`src/rtl/gate_vector_sequencer.sv`:
```
// Clocked stimulus/check sequencer for an and_nand + or_nor gate pair.
// Sweeps {in1,in0} through 00..11, checks the four responses and reports errors.
module gate_vector_sequencer #(
  parameter int SETTLE_CYCLES = 4,
  parameter int NUM_PASSES    = 1,
  parameter int ERR_W         = 8
) (
  input  logic             clk,
  input  logic             rst_n,
  input  logic             start,
  output logic             in0,
  output logic             in1,
  input  logic             and_out,
  input  logic             nand_out,
  input  logic             or_out,
  input  logic             nor_out,
  output logic             busy,
  output logic             done,
  output logic             pass,
  output logic [ERR_W-1:0] err_count,
  output logic [3:0]       err_vec,
  output logic [2:0]       fsm_state
);

  localparam int CNT_W  = (SETTLE_CYCLES > 1) ? $clog2(SETTLE_CYCLES) : 1;
  localparam int PIDX_W = (NUM_PASSES > 1) ? $clog2(NUM_PASSES) : 1;
  localparam logic [CNT_W-1:0]  SETTLE_LOAD = CNT_W'(SETTLE_CYCLES - 1);
  localparam logic [PIDX_W-1:0] LAST_PASS   = PIDX_W'(NUM_PASSES - 1);

  typedef enum logic [2:0] {
    S_IDLE   = 3'd0,
    S_APPLY  = 3'd1,
    S_SETTLE = 3'd2,
    S_CHECK  = 3'd3,
    S_DONE   = 3'd4
  } state_t;

  state_t              state, state_nxt;
  logic [CNT_W-1:0]    settle_cnt;
  logic [PIDX_W-1:0]   pass_idx;
  logic [1:0]          vec;
  logic [3:0]          exp_resp;
  logic                mismatch;

  // Expected response is derived from the registered stimulus, which equals vec in CHECK.
  always_comb begin
    exp_resp = {in1 & in0, ~(in1 & in0), in1 | in0, ~(in1 | in0)};
    mismatch = ({and_out, nand_out, or_out, nor_out} != exp_resp);
  end

  always_comb begin
    state_nxt = state;
    case (state)
      S_IDLE:   if (start) state_nxt = S_APPLY;
      S_APPLY:  state_nxt = S_SETTLE;
      S_SETTLE: if (settle_cnt == '0) state_nxt = S_CHECK;
      S_CHECK:  begin
        if (vec != 2'd3 || pass_idx != LAST_PASS) state_nxt = S_APPLY;
        else                                      state_nxt = S_DONE;
      end
      S_DONE:   state_nxt = S_IDLE;
      default:  state_nxt = S_IDLE;
    endcase
  end

  always_ff @(posedge clk) begin
    if (!rst_n) begin
      state      <= S_IDLE;
      settle_cnt <= '0;
      pass_idx   <= '0;
      vec        <= '0;
      in0        <= 1'b0;
      in1        <= 1'b0;
      pass       <= 1'b0;
      err_count  <= '0;
      err_vec    <= '0;
    end else begin
      state <= state_nxt;
      case (state)
        S_IDLE: begin
          if (start) begin
            err_count <= '0;
            err_vec   <= '0;
            pass      <= 1'b0;
            vec       <= '0;
            pass_idx  <= '0;
          end
        end
        S_APPLY: begin
          {in1, in0} <= vec;
          settle_cnt <= SETTLE_LOAD;
        end
        S_SETTLE: begin
          if (settle_cnt != '0) settle_cnt <= settle_cnt - CNT_W'(1);
        end
        S_CHECK: begin
          if (mismatch) begin
            if (err_count != '1) err_count <= err_count + ERR_W'(1);
            err_vec[vec] <= 1'b1;
          end
          // vec wraps 3 -> 0 naturally, which is also the start of the next pass.
          vec <= vec + 2'd1;
          if (vec == 2'd3 && pass_idx != LAST_PASS) pass_idx <= pass_idx + PIDX_W'(1);
        end
        S_DONE: begin
          pass       <= (err_count == '0);
          {in1, in0} <= 2'b00;
        end
        default: ;
      endcase
    end
  end

  assign busy      = (state == S_APPLY) || (state == S_SETTLE) || (state == S_CHECK);
  assign done      = (state == S_DONE);
  assign fsm_state = state;

endmodule

```
`config.mk`:
```
export PLATFORM = sky130hd
export DESIGN_NAME = gate_vector_sequencer
export DESIGN_NICKNAME = d
export VERILOG_FILES = /design/src/rtl/gate_vector_sequencer.sv
export SDC_FILE = /design/constraint.sdc
export NUM_CORES = 1
export LEC_CHECK = 0
export ABC_CLOCK_PERIOD_IN_PS = 3000
export CORE_MARGIN = 1
export CORE_UTILIZATION = 30
export DETAILED_ROUTE_END_ITERATION = 7
export PLACE_DENSITY = 0.6
export SKIP_LAST_GASP = 1
export SLEW_MARGIN = 5
export SYNTH_ARGS = -nofsm -noshare
export SYNTH_HDL_FRONTEND = slang
export SYNTH_SLANG_ARGS = --single-unit
```
`constraint.sdc`:
```
create_clock -name clk -period 3 [get_ports clk]
set_input_delay 0.6 -clock clk [delete_from_list [all_inputs] [get_ports clk]]
set_output_delay 0.6 -clock clk [all_outputs]
set_load 0.02 [all_outputs]
```
After elaboration in Yosys (flattened, before gate mapping)
Cells that the tools add are included.

Flip-flop bits (word level): 23. Input bits: 7. Output and inout port bits: 20. Word-level logic and storage cells: 77.

$add $sub $neg: 4. $lt $le $gt $ge: 2. Equal/unequal tests: 14. Mux-type cells: 23. Bitwise logic cells: 5. Reduce and logical (&&, ||, !) cells: 20.

Operators with widths (count): two-way mux 8 bit (3); one-hot mux 8 bit (2 select lines) (1); != test 2 bit, second input constant (7); one-hot mux 3 bit (4 select lines) (1); nonzero test 2 bit (5); two-way mux 3 bit (3); adder 8 x 1 -> 8 bit, second input constant (1); zero test 8 bit (1); two-way mux 4 bit (2); != test 8 bit, second input constant (1); one-hot mux 1 bit (2 select lines) (4); one-hot mux 2 bit (2 select lines) (2); one-hot mux 4 bit (2 select lines) (1); AND reduction 2 bit (4); == test 3 x 2 -> 1 bit, second input constant (2); AND reduction 3 bit (2); two-way mux 2 bit (2); != test 4 bit (1); OR 4 bit (1); AND reduction 4 bit (1); == test 3 x 1 -> 1 bit, second input constant (1); == test 3 bit, second input constant (1); zero test 3 bit (1); logical OR 1 bit (3); 13 further kinds (17).

Depth between registers and ports, before layout
Depth after elaboration: 7. Mapped depth: 7.

Worst setup path after synthesis
No wires, ideal clock.

Kind: register to output. Start: register state[1], in the netlist fsm_state[1]. End: output port busy. Data arrival time: 1.210 ns. Setup slack: 1.190 ns. Cell stages (with the launch flop): 4. Path buffers: 1. Cell sequence: dfxtp_1 > clkbuf_1 > nor2_1 > nor2_1.

Longest elaborated chain between the ends: 3. Elaborated cells between the ends (all ways): 5.

RTL lines: from (decl) (line 38) `state_t state, state_nxt;`; from (signal assigned) (line 78) `state <= state_nxt;`; == test 3 x 1 -> 1 bit or == test 3 x 2 -> 1 bit (tied branches) (line 114) `assign busy = (state == S_APPLY) || (state == S_SETTLE) || (state == S_CHECK);`; logical OR 1 bit (line 114); logical OR 1 bit * (line 114); to (decl) (line 17) `output logic busy,`.

Mark *: on every way between the ends. The rest lies on a longest branch, timed or not.

Worst setup path after layout
Start: register state[0], in the netlist fsm_state[0]. End: output port done.

Longest elaborated chain between the ends: 1.

RTL lines: == test 3 bit (line 115) `assign done = (state == S_DONE);`; to (decl) (line 18) `output logic done,`.

No other way between the ends.

==> flow_summary.toml <==
[routing]
drt_iter0_markers = 36
dr_total_vias = 1222
wl_um = 3140
drcViolationCount = 0
first_pass_iters = 4
wl_per_cell_um = 13.9
vias_per_cell = 5.41
ant_nets = 0

[logic_synthesis]
seq_area_frac_synth_pct = 34.4
synth_cells = 151
synth_cell_type_count = 42
syn_area_um2 = 1340
synth-seq-cells = 23
synth-warning-count = 0
syn_avg_cell_area_um2 = 8.86
syn_nets = 165

[timing]
maxSlewHeadroom_pct = 63.3
worst_slack_ps = 582
fin_crit_sh_pct = 80.6
layout_min_cycle_time_ps = 2420
hold_violations = 0
rsz0062_at_grt = "false"
setup_viol = 0
fmax_mhz = 414
tns_ps = 0
finClkSkew_ps = 4.06
tightest_slew_ps = 550
final_max_slew_viol_count = 0

[die]
rows = 23
chipHeight_um = 68.8
die_area_um2 = 4730
ios = 27
design.core.area_um2 = 4140
start_util_pct = 32.3
die_x_um = 68.8

[global_route]
grt_max_degree = 19
grt_pass1_vias = 1141
antenna_found_initial = 0
use_met3_pct = 3.13
overflow = 0
use_met1_pct = 19.1
grt_busiest_layer = "met2"
grt_util_all_layers_pct = 15.0
use_met2_pct = 25.5
grt_pass1_wl_um = 5310

[critical_path]
crit_chain = "nor2_1 > and2_1 > clkdlybuf4s50_1"
startpoint = "fsm_state[0]$_SDFFE_PN0P_"
path_class = "flop to primary output"
cp_slowest_stage_delay_ps = 680
slowest_stage = "dfxtp_1"
r2r-start = "fsm_state[0]$_SDFFE_PN0P_"
endpoint_kind = "primary output"
crit_family = "flip-flops"
arrival_ps = 1820
critPathLaunchType = "flop"
cp_max_fo = 18
critPathBufInv = 1
critPathRequiredTime_ps = 2400

[min_path]
hold_class = "flop to flop"
hold_path.startpoint = "err_vec[3]$_SDFFE_PN0P_"

[power]
p_leak_uw = 0.000603
powerDensity_nw_per_um2 = 404
ir_worst_vdd_mv = 0.135

[place]
gp_congestion = 0.818
pre_cts_ws_ps = 548
hpwl_um = 2330
io_buffers = 26

[run]
maxCapViolCount = 0

[outcome]
outcome = "finished, final reports clean"

[clock_tree]
clk_latency_ps = 270
cts_tree = "built"
clock_sinks = 23
cts_setup_buffers = 0
htree_levels = 1
ctsRootBufferMaster = "clkbuf_8"
clk_pin_slew_ps = 80
postCtsHoldBufs = 0
clock_path_buffers = 2
numCtsBuffers = 3
cts_resized = 0

[layout]
nNetsFinal = 191
final_layout_size_suffix_gt1_share_pct = 10.2
final_cell_mix = "clkdlybuf4s50_1 (26), dfxtp_1 (23), nor2_1 (11)"
fill_cells = 429
area.sequential_um2 = 460
layout_commonest_cell = "clkdlybuf4s50_1"
multi_input_area_um2 = 802
diodes = 0
syn_to_final_growth_pct = 25.4
## routing by layer
metal  routed length, um  part of all wire (%)
met5                   0                     0
met4                  21                  0.67
met3                  93                   3.0
met2                1490                    48
met1                1530                    49
## cell type report
cell class	count	share of cell area, %
timing repair buffer	27	16.0
multi-input combinational	112	47.8
tap	50	3.73
clock buffer	3	2.46
inverter	10	2.24
sequential	23	27.5
clock inverter	1	0.299
## synthesized netlist by cell type, drive strengths merged
library cell  count  area [um^2]
dfxtp            23          460
a21oi            11         81.3
a31oi             4         25.0
and3              5         32.5
inv              10         37.5
nor2b             1         6.26
or3b              4         40.0
clkbuf            4         15.0
and2              2         12.5
o221ai            1         8.76
nor4b             4         41.3
or3               2         12.5
and4              1         8.76
xnor2             1         8.76
nand3b            7         52.6
a2bb2oi           2         17.5
nand2b            1         6.26
nor3              6         30.0
mux2i             3         30.0
a311o             1         10.0
ha                7         87.6
o22ai             1         6.26
or2               2         12.5
o22a              2         17.5
a21bo             1         10.0
nor2             12         47.6
o21ai             3         18.8
nand2            10         37.5
buf               2         22.5
nand3             8         40.0
mux2              2         22.5
a211oi            1         7.51
a32o              5         50.1
a41o              2         20.0
## sequential cells by signal (all words and copies together), names as in the netlist
register / cells
err_count: 8
settle_cnt: 2
pass_idx: 1
fsm_state: 3
in1: 1
pass: 1
err_vec: 4
vec: 2
in0: 1
## worst paths after layout
kind	to	slack (ps)	cells past startpoint
worst max-delay path	done	580	3
worst min register to register	err_vec[3]$_SDFFE_PN0P_	480	1
worst min-delay path	err_vec[3]$_SDFFE_PN0P_	480	1
worst max register to register	err_count[4]$_SDFFE_PN0P_	1030	5
## power breakdown
group          total [uW]  switching [uW]  internal, uW
combinational         143            75.0          67.9
clock                 195             103          92.8
sequential            339            23.3           316
total                 678             201           477
## logic make-up after synthesis
group,after synthesis,synth area share [%]
AND/OR/NAND/NOR,65,28.4
AO/OA/AOI/OAI,34,20.4
flip-flops,23,34.4
buffers and inverters,16,5.61
adder cells (fa/ha/maj),7,6.55
multiplexers,5,3.93
XOR/XNOR,1,0.655
## metrics by stage
step	instances	utilization (%)	total power (uW)	hold slack, ps	instance area, um^2
floorplan	151	-	452	443	1340
global placement	222	39.3	485	459	1630
detailed placement	222	39.3	490	463	1630
CTS	226	40.5	686	483	1680
global route	226	40.5	721	503	1680
finish	226	40.5	678	479	1680
Note: power is estimated with default switching activity, not from simulation.
